**src/rtl/fp32_to_int32_conv.sv**
```systemverilog
`default_nettype none
// ============================================================================
// Module      : fp32_to_int32_conv
// Description : Multi-cycle IEEE-754 binary32 to signed 32-bit integer
//               converter. The operand is unpacked into sign / exponent /
//               significand, aligned to the integer binary point, rounded
//               (nearest-even or toward zero) using a guard/sticky pair,
//               and finally negated into two's complement. Out-of-range,
//               NaN and infinite inputs saturate and raise the invalid flag.
//               One conversion is in flight at a time; both sides use a
//               valid/ready handshake.
//
// Ports       : clk         - clock, rising edge
//               rst         - synchronous reset, active high
//               in_valid    - in_data/command valid
//               in_ready    - converter can accept an operand
//               in_data     - FP32 operand {sign, exp[7:0], frac[22:0]}
//               command     - 1 = round to nearest even, 0 = truncate
//               out_valid   - result valid
//               out_ready   - consumer accepts the result
//               out_data    - signed integer result
//               out_inexact - discarded fraction bits were nonzero
//               out_invalid - NaN / Inf / out-of-range, result saturated
//
// Revision    : 1.0 - initial release
// ============================================================================
module fp32_to_int32_conv #(
    parameter int BIAS  = 127,
    parameter int MAN_W = 23
) (
    input  logic        clk,
    input  logic        rst,
    input  logic        in_valid,
    output logic        in_ready,
    input  logic [31:0] in_data,
    input  logic        command,
    output logic        out_valid,
    input  logic        out_ready,
    output logic [31:0] out_data,
    output logic        out_inexact,
    output logic        out_invalid
);

    // ------------------------------------------------------------------
    // Format constants
    // ------------------------------------------------------------------
    localparam int c_EXP_W = 31 - MAN_W;          // exponent field width
    localparam int c_SIG_W = MAN_W + 1;           // significand incl. hidden bit
    localparam int c_EXT_W = 2 * c_SIG_W;         // significand + shifted-out bits

    localparam logic [c_EXP_W-1:0] c_EXP_MAX    = '1;
    // Exponent at which the significand LSB has weight 2^0.
    localparam logic [c_EXP_W-1:0] c_EXP_EXACT  = c_EXP_W'(BIAS + MAN_W);
    // Exponent at which the magnitude reaches 2^31.
    localparam logic [c_EXP_W-1:0] c_EXP_SAT    = c_EXP_W'(BIAS + 31);
    // Largest right shift that still leaves bits inside the extended word.
    localparam logic [c_EXP_W-1:0] c_RSHIFT_MAX = c_EXP_W'(c_SIG_W);

    localparam logic [31:0] c_POS_SAT = 32'h7FFF_FFFF;
    localparam logic [31:0] c_NEG_SAT = 32'h8000_0000;

    // ------------------------------------------------------------------
    // State machine encoding
    // ------------------------------------------------------------------
    typedef enum logic [2:0] {
        S_IDLE  = 3'd0,
        S_ALIGN = 3'd1,
        S_ROUND = 3'd2,
        S_PACK  = 3'd3,
        S_DONE  = 3'd4
    } state_t;

    state_t r_state;

    // ------------------------------------------------------------------
    // Operand and datapath registers
    // ------------------------------------------------------------------
    logic               r_sign;
    logic [c_EXP_W-1:0] r_exp;
    logic [c_SIG_W-1:0] r_sig;
    logic               r_frac_nz;   // stored fraction nonzero (NaN / denormal)
    logic               r_cmd;

    logic [31:0]        r_mag;
    logic               r_guard;
    logic               r_sticky;
    logic               r_sat;
    logic [31:0]        r_sat_val;
    logic               r_invalid;
    logic               r_inexact;

    // Output registers
    logic               r_in_ready;
    logic               r_out_valid;
    logic [31:0]        r_out_data;
    logic               r_out_inexact;
    logic               r_out_invalid;

    // ------------------------------------------------------------------
    // Alignment (combinational, registered in ALIGN)
    // ------------------------------------------------------------------
    logic [c_EXP_W-1:0] w_rshift;
    logic [c_EXP_W-1:0] w_lshift;
    logic [c_EXT_W-1:0] w_ext;
    logic [31:0]        w_mag;
    logic               w_guard;
    logic               w_sticky;
    logic               w_sat;
    logic [31:0]        w_sat_val;
    logic               w_invalid;

    assign w_rshift = c_EXP_EXACT - r_exp;
    assign w_lshift = r_exp - c_EXP_EXACT;

    // The significand is placed in the upper half of a double-width word so
    // a right shift moves the discarded bits into the lower half: its MSB
    // becomes the guard bit and the remainder folds into sticky.
    assign w_ext = {r_sig, {c_SIG_W{1'b0}}} >> w_rshift;

    always_comb begin
        w_mag     = '0;
        w_guard   = 1'b0;
        w_sticky  = 1'b0;
        w_sat     = 1'b0;
        w_sat_val = c_POS_SAT;
        w_invalid = 1'b0;

        if (r_exp == c_EXP_MAX) begin
            // NaN and +Inf go positive; only -Inf saturates negative.
            w_sat     = 1'b1;
            w_invalid = 1'b1;
            w_sat_val = (r_sign && !r_frac_nz) ? c_NEG_SAT : c_POS_SAT;
        end else if (r_exp >= c_EXP_SAT) begin
            // Magnitude >= 2^31. Exactly -2^31 is representable, so it takes
            // the saturation value but is not flagged.
            w_sat     = 1'b1;
            w_sat_val = r_sign ? c_NEG_SAT : c_POS_SAT;
            w_invalid = !(r_exp == c_EXP_SAT && !r_frac_nz && r_sign);
        end else if (r_exp >= c_EXP_EXACT) begin
            // Integer-valued input: left shift of at most 7, no fraction lost.
            w_mag = 32'(r_sig) << w_lshift;
        end else if (w_rshift <= c_RSHIFT_MAX) begin
            w_mag    = 32'(w_ext[c_EXT_W-1 -: c_SIG_W]);
            w_guard  = w_ext[c_SIG_W-1];
            w_sticky = |w_ext[c_SIG_W-2:0];
        end else begin
            // Everything shifts out below the guard position. A denormal has
            // a zero significand here but a nonzero fraction, so it still
            // contributes to sticky.
            w_sticky = (r_exp != '0) | r_frac_nz;
        end
    end

    // Round-to-nearest-even increment: above half, or exactly half with an
    // odd integer part.
    logic w_increment;
    assign w_increment = r_cmd & r_guard & (r_sticky | r_mag[0]);

    // ------------------------------------------------------------------
    // Control and datapath sequencing
    // ------------------------------------------------------------------
    always_ff @(posedge clk) begin
        if (rst) begin
            r_state       <= S_IDLE;
            r_sign        <= 1'b0;
            r_exp         <= '0;
            r_sig         <= '0;
            r_frac_nz     <= 1'b0;
            r_cmd         <= 1'b0;
            r_mag         <= '0;
            r_guard       <= 1'b0;
            r_sticky      <= 1'b0;
            r_sat         <= 1'b0;
            r_sat_val     <= '0;
            r_invalid     <= 1'b0;
            r_inexact     <= 1'b0;
            r_in_ready    <= 1'b1;
            r_out_valid   <= 1'b0;
            r_out_data    <= '0;
            r_out_inexact <= 1'b0;
            r_out_invalid <= 1'b0;
        end else begin
            case (r_state)
                S_IDLE: begin
                    if (in_valid) begin
                        r_sign     <= in_data[31];
                        r_exp      <= in_data[30:MAN_W];
                        r_sig      <= (in_data[30:MAN_W] != '0)
                                      ? {1'b1, in_data[MAN_W-1:0]}
                                      : '0;
                        r_frac_nz  <= |in_data[MAN_W-1:0];
                        r_cmd      <= command;
                        r_in_ready <= 1'b0;
                        r_state    <= S_ALIGN;
                    end
                end

                S_ALIGN: begin
                    r_mag     <= w_mag;
                    r_guard   <= w_guard;
                    r_sticky  <= w_sticky;
                    r_sat     <= w_sat;
                    r_sat_val <= w_sat_val;
                    r_invalid <= w_invalid;
                    r_state   <= S_ROUND;
                end

                S_ROUND: begin
                    // Rounding only happens below the exact-integer exponent,
                    // where the magnitude is < 2^24, so this cannot overflow.
                    r_mag     <= r_mag + 32'(w_increment);
                    r_inexact <= !r_sat & (r_guard | r_sticky);
                    r_state   <= S_ROUND == S_ROUND ? S_PACK : S_PACK;
                end

                S_PACK: begin
                    if (r_sat) begin
                        r_out_data <= r_sat_val;
                    end else begin
                        r_out_data <= r_sign ? (~r_mag + 32'd1) : r_mag;
                    end
                    r_out_inexact <= r_inexact;
                    r_out_invalid <= r_invalid;
                    r_out_valid   <= 1'b1;
                    r_state       <= S_DONE;
                end

                S_DONE: begin
                    // Result and flags hold until consumed; after the
                    // handshake out_data/flags keep their last value.
                    if (out_ready) begin
                        r_out_valid <= 1'b0;
                        r_in_ready  <= 1'b1;
                        r_state     <= S_IDLE;
                    end
                end

                default: begin
                    r_out_valid <= 1'b0;
                    r_in_ready  <= 1'b1;
                    r_state     <= S_IDLE;
                end
            endcase
        end
    end

    assign in_ready    = r_in_ready;
    assign out_valid   = r_out_valid;
    assign out_data    = r_out_data;
    assign out_inexact = r_out_inexact;
    assign out_invalid = r_out_invalid;

endmodule
`default_nettype wire

```
**config.mk**
```make
export PLATFORM = sky130hd
export DESIGN_NAME = fp32_to_int32_conv
export DESIGN_NICKNAME = d
export VERILOG_FILES = /design/src/rtl/fp32_to_int32_conv.sv
export SDC_FILE = /design/constraint.sdc
export NUM_CORES = 1
export LEC_CHECK = 0
export ABC_AREA = 1
export CELL_PAD_IN_SITES_DETAIL_PLACEMENT = 1
export CELL_PAD_IN_SITES_GLOBAL_PLACEMENT = 2
export CORE_ASPECT_RATIO = 1.75
export CORE_MARGIN = 2
export CORE_UTILIZATION = 35
export CTS_CLUSTER_DIAMETER = 80
export CTS_CLUSTER_SIZE = 24
export DETAILED_ROUTE_END_ITERATION = 8
export DONT_BUFFER_PORTS = 1
export PLACE_DENSITY_LB_ADDON = 0.1
export SETUP_SLACK_MARGIN = 0.02
export SLEW_MARGIN = 20
export SYNTH_ARGS = -nofsm -noshare
export SYNTH_HDL_FRONTEND = slang
export SYNTH_SLANG_ARGS = --single-unit
```
**constraint.sdc**
```tcl
create_clock -name clk -period 3.8 [get_ports clk]
set_input_delay 0.57 -clock clk [delete_from_list [all_inputs] [get_ports clk]]
set_output_delay 0.57 -clock clk [all_outputs]
set_load 0.1 [all_outputs]
```
==> results.py, run 1 <==
metrics = {
    "run_status": {
        "status": "completed",
    },
    "timing": {
        "max_freq_ghz": 0.294,
        "setup_violations": 0,
        "period_minus_slack_ns": 3.40,
        "maxSlewViolCount": 0,
        "fin_tns_setup_ns": 0,
        "rsz0062_at_grt": "false",
        "hold_slack_ns": 0.185,
        "tightest_slew_ns": 0.995,
        "finalHoldViolations": 0,
        "fin_crit_sh": 0.896,
        "relSlewSlack": 0.336,
        "skew_ns": 0.0161,
    },
    "critical_path": {
        "path_buf_inv": 2,
        "cp.required_ns": 4.17,
        "worstPathMaxFanout": 37,
        "crit_slowest_cell": "o21ai_0",
        "crit_top_cell": "nand2_1",
        "worst-setup-path-type": "register to register",
        "cp-start-kind": "register",
        "cpPeakStageDelay_ns": 0.49,
        "cp_top_family": "simple AND/OR/NAND/NOR gates",
        "cp_cell_sequence": "buf_4 -> ha_1 -> nand2_1 -> nand2_1 -> nand2_1 -> nand2_1 -> buf_4 -> nand4_1 -> nand3_1 -> nand3_1 -> nand3_1 -> o21ai_0 -> o21ai_0 -> o21ai_0 -> a21oi_1",
        "arrival_ns": 3.78,
        "worstSetupEndpointType": "register",
    },
    "finish": {
        "num_antenna_cells": 0,
        "multi_input_area_um2": 6410,
        "drive_above_1_share": 0.0754,
        "seqCellArea_um2": 2260,
        "nNetsFinal": 1601,
        "area_growth_pct": 7.68,
        "design_area_um2": 10300,
        "post-route-util": 0.380,
        "nFillCells": 3676,
    },
    "clock_network": {
        "hold_buffers": 0,
        "h-tree-depth": 4,
        "cts_root_buffer": "clkbuf_16",
        "cts_buffer_depth": 2,
        "cts_num_sinks": 113,
        "cts_buffers": 17,
        "cts_resized": 0,
        "clk_pin_slew_worst_paths_ns": 0.07,
        "cts_tree": "yes",
        "post_cts_buffers": 0,
        "clkLatencyLatePin_ns": 0.45,
    },
    "drt": {
        "drc_errors": 0,
        "wirelength_mm": 39.4,
        "ant_nets": 0,
        "post_drt_wl_per_cell_um": 20.4,
        "vias_per_cell": 5.68,
        "vias": 10987,
        "drt_first_iter_violations": 517,
        "drtPass1Iterations": 5,
    },
    "power": {
        "total_power_mw": 5.68,
        "powerDensity_nw_per_um2": 551,
        "leakage_nw": 4.14,
        "irDropWorstVdd_uv": 311,
    },
    "grt": {
        "met2_usage": 0.532,
        "grt_use_met3": 0.0327,
        "antenna_found_initial": 0,
        "grt_pass1_wl_mm": 62.1,
        "globalRouteOverflowTotal": 0,
        "grt_max_degree": 75,
        "grt_busiest_layer": "met2",
        "grt_pass1_vias": 11166,
        "grt_use_met1": 0.288,
        "grtUsageTotal": 0.279,
    },
    "synth": {
        "yosysWarnings": 0,
        "synth_area_um2": 9580,
        "ys_seq_area_frac": 0.236,
        "ys_seq_elements": 113,
        "synth_top_area_frac": 0.236,
        "yosys_most_used_dff": "dfxtp_1",
        "synth_fp_nets": 1675,
        "yosys-top-cells-count": "nand2_1 (390), nand3_1 (273), a21oi_1 (154), o21ai_0 (154), dfxtp_1 (113)",
        "synth-edff-count": 0,
        "synthTopCellsByArea": "dfxtp_1 (24%), nand2_1 (15%), nand3_1 (14%)",
        "synth_top_area_cell": "dfxtp_1",
        "synth_most_common_cell": "nand2_1",
        "ys_types": 54,
        "async_flop_share": 0,
        "synth_cells": 1628,
        "syn_avg_cell_area_um2": 5.88,
    },
    "floorplanning": {
        "die_h_um": 223,
        "io_pins": 73,
        "initial_core_util": 0.353,
        "rows": 80,
        "die_area_um2": 28800,
        "die_w_um": 129,
        "core_area_um2": 27100,
    },
    "run": {
        "drv_cap": 0,
    },
    "placed_design": {
        "port_buffers": 0,
        "placed_cell_area_um2": 9730,
        "dp_hpwl_mm": 30.9,
        "place_congestion": 0.932,
    },
    "hold_path": {
        "min_path_type": "primary input to register",
    },
}
[through the flow]
stage | setup slack, ns | std cells
after floorplan | 0.751 | 1628
after global placement | 0.499 | 1904
after detailed placement | 0.463 | 1904
after CTS | 0.415 | 1935
after global routing | 0.138 | 1935
final | 0.395 | 1935
[area by class of cell]
class | count | area share
clock buffer | 18 | 0.0416
clock inverter | 13 | 0.0147
inverter | 103 | 0.0379
multi-input combinational | 1291 | 0.621
sequential | 113 | 0.219
tap | 369 | 0.0448
timing repair buffer | 28 | 0.0204
[where the power goes]
group,switching [mW],internal (mW)
Combinational,1.64,0.684
Sequential,0.391,1.32
Clock,0.673,0.973
[cells in the final DEF, fill, tap and decap left out, drive strengths merged, types with 28 or more instances in the layout]
| cell type | count |
|---|---|
| a21oi | 154 |
| buf | 28 |
| dfxtp | 113 |
| inv | 107 |
| nand2 | 395 |
| nand3 | 279 |
| nand4 | 50 |
| nor2 | 99 |
| nor3 | 32 |
| o21ai | 185 |
[metal layers]
layer  part of all wire  wire (µm)
met1               0.38      14900
met3              0.022        884
met4              0.056       2210
met5                  0          0
met2               0.54      21400
[logic make-up (layout without fill, tap and decap cells)]
logic type | Yosys count | count (layout) | synth area share
AND/OR/NAND/NOR | 883 | 883 | 0.425
AO/OA/AOI/OAI | 383 | 383 | 0.214
buffers and inverters | 224 | 162 | 0.0964
flip-flops | 113 | 113 | 0.236
XOR/XNOR | 11 | 11 | 0.0108
adder cells (fa/ha/maj) | 10 | 10 | 0.0131
multiplexers | 4 | 4 | 0.00418
[registers in the layout, summed over array words and instances, names as in the netlist, 2 cells and up]
| name | flops |
|---|---|
| r_sig | 24 |
| r_mag | 32 |
| out_data | 32 |
| r_sat_val | 2 |
| r_state | 3 |
| r_exp | 8 |
[path summary, 6_finish.rpt]
kind | start | to | slack, ns | cells after the start
worst max-delay path | r_exp[1] | r_mag[15] | 0.40 | 15
worst min-delay path | rst | out_data[31] | 0.19 | 1
worst max register to register | r_exp[1] | r_mag[15] | 0.40 | 15
worst min register to register | r_sat_val[31] | r_sat_val[31] | 0.48 | 2
No activity file was read; power rests on OpenSTA's default activity.
==> inputs of run 2 (changes only) <==
--- a/config.mk
+++ b/config.mk
@@ -17,7 +17,7 @@
 export DONT_BUFFER_PORTS = 1
 export PLACE_DENSITY_LB_ADDON = 0.1
 export SETUP_SLACK_MARGIN = 0.02
-export SLEW_MARGIN = 20
+export SKIP_CTS_REPAIR_TIMING = 1
 export SYNTH_ARGS = -nofsm -noshare
 export SYNTH_HDL_FRONTEND = slang
 export SYNTH_SLANG_ARGS = --single-unit
==> run 2 against run 1 <==
Against the previous run:
- power barely moved
- combinational power about the same
- highest routed layer unchanged
- sequential power about the same
- maximum frequency decreased by 0.34%
- critical endpoint unchanged
- via count is essentially flat
- global-route usage is the same
==> results.py, run 2 (synthesis results as in run 1) <==
metrics = {
    "grt": {
        "grt_use_met1": 0.288,
        "grt_pass1_wl_mm": 62.1,
        "grt_pass1_vias": 11166,
        "grt_use_met3": 0.0327,
        "globalRouteOverflowTotal": 0,
        "grt_max_degree": 75,
        "met2_usage": 0.532,
        "grtUsageTotal": 0.279,
        "antenna_found_initial": 0,
        "grt_busiest_layer": "met2",
    },
    "clock_network": {
        "clk_pin_slew_worst_paths_ns": 0.07,
        "cts_tree": "yes",
        "cts_num_sinks": 113,
        "h-tree-depth": 4,
        "cts_buffer_depth": 2,
        "cts_root_buffer": "clkbuf_16",
        "cts_buffers": 17,
        "clkLatencyLatePin_ns": 0.45,
    },
    "drt": {
        "drt_first_iter_violations": 500,
        "ant_nets": 0,
        "drc_errors": 0,
        "wirelength_mm": 39.4,
        "drtPass1Iterations": 5,
        "vias": 10991,
        "post_drt_wl_per_cell_um": 20.4,
        "vias_per_cell": 5.68,
    },
    "finish": {
        "nNetsFinal": 1601,
        "final_cell_mix": "nand2_1 (390), nand3_1 (273), o21ai_0 (154)",
        "mostFrequentLayoutCell": "nand2_1",
        "nFillCells": 3675,
        "num_antenna_cells": 0,
        "drive_above_1_share": 0.0754,
        "area_growth_pct": 7.67,
        "post-route-util": 0.380,
    },
    "floorplanning": {
        "rows": 80,
        "die_area_um2": 28800,
        "io_pins": 73,
        "die_h_um": 223,
        "die_w_um": 129,
        "initial_core_util": 0.353,
        "core_area_um2": 27100,
    },
    "critical_path": {
        "crit_top_cell": "nand2_1",
        "cp.required_ns": 4.17,
        "arrival_ns": 3.79,
        "worstSetupEndpointType": "register",
        "cp_cell_sequence": "buf_4 -> ha_1 -> nand2_1 -> nand2_1 -> nand2_1 -> nand2_1 -> buf_4 -> nand4_1 -> nand3_1 -> nand3_1 -> nand3_1 -> o21ai_0 -> o21ai_0 -> o21ai_0 -> a21oi_1",
        "cp-start-kind": "register",
        "crit_slowest_cell": "o21ai_0",
        "cpPeakStageDelay_ns": 0.49,
        "worst-setup-path-type": "register to register",
        "worstPathMaxFanout": 37,
    },
    "timing": {
        "maxSlewViolCount": 0,
        "fin_tns_setup_ns": 0,
        "relSlewSlack": 0.255,
        "period_minus_slack_ns": 3.42,
        "rsz0062_at_grt": "false",
        "max_freq_ghz": 0.293,
        "fin_crit_sh": 0.899,
        "skew_ns": 0.0171,
        "setup_violations": 0,
        "finalHoldViolations": 0,
        "tightest_slew_ns": 1.12,
    },
    "placed_design": {
        "place_congestion": 0.932,
        "dp_hpwl_mm": 30.9,
        "port_buffers": 0,
    },
    "power": {
        "total_power_mw": 5.68,
        "powerDensity_nw_per_um2": 551,
        "irDropWorstVdd_uv": 310,
        "leakage_nw": 4.14,
    },
    "hold_path": {
        "min_path_type": "primary input to register",
    },
    "run_status": {
        "status": "completed",
    },
    "run": {
        "drv_cap": 0,
    },
}
-- run 2: cell count changes in the layout (fill, tap and decap cells not counted) --
| cell | change |
|---|---|
| inv_2 | +1 |
| clkinv_2 | -1 |
-- run 2: critical path: cells and delay by family, from the launching register on --
family                     cells  cell delay [ns]
and+or+nand+nor                8             1.06
AOI/OAI and AO/OA              4             1.00
buffers and inverters          2             0.71
DFF                            1             0.34
adders and majority gates      1             0.21
-- run 2: path summary, 6_finish.rpt --
path                                    start             to  slack (ns)  cells past startpoint
worst max-delay path                 r_exp[1]      r_mag[15]        0.38                     15
worst min-delay path                      rst       r_mag[0]        0.19                      1
worst max register to register       r_exp[1]      r_mag[15]        0.38                     15
worst min register to register  r_sat_val[31]  r_sat_val[31]        0.48                      2
-- run 2: stage by stage --
step / area (µm²) / worst slack [ns] / std cells / hold WS (ns)
floorplan: 9580 / 0.751 / 1628 / 0.430
global placement: 9730 / 0.499 / 1904 / 0.446
detailed placement: 9730 / 0.463 / 1904 / 0.467
CTS: 10300 / 0.415 / 1935 / 0.164
global route: 10300 / 0.138 / 1935 / 0.170
finish: 10300 / 0.383 / 1935 / 0.185
-- run 2: layout make-up --
type,count,area [µm²],area share
clock buffer,18,429,0.0416
multi-input combinational,1291,6410,0.621
sequential,113,2260,0.219
timing repair buffer,28,210,0.0204
inverter,103,389,0.0377
tap,369,462,0.0448
clock inverter,13,151,0.0147
-- run 2: power by group --
part | internal (mW) | switching, mW | total (mW)
clock | 0.973 | 0.673 | 1.65
combinational | 0.684 | 1.64 | 2.32
sequential | 1.32 | 0.392 | 1.71
total | 2.98 | 2.71 | 5.68
-- run 2: routing by layer --
layer | up-vias | wire (µm)
met5 | - | 0
met4 | 0 | 2210
met3 | 98 | 803
li1 | 5446 | -
met2 | 189 | 21400
met1 | 5258 | 15000
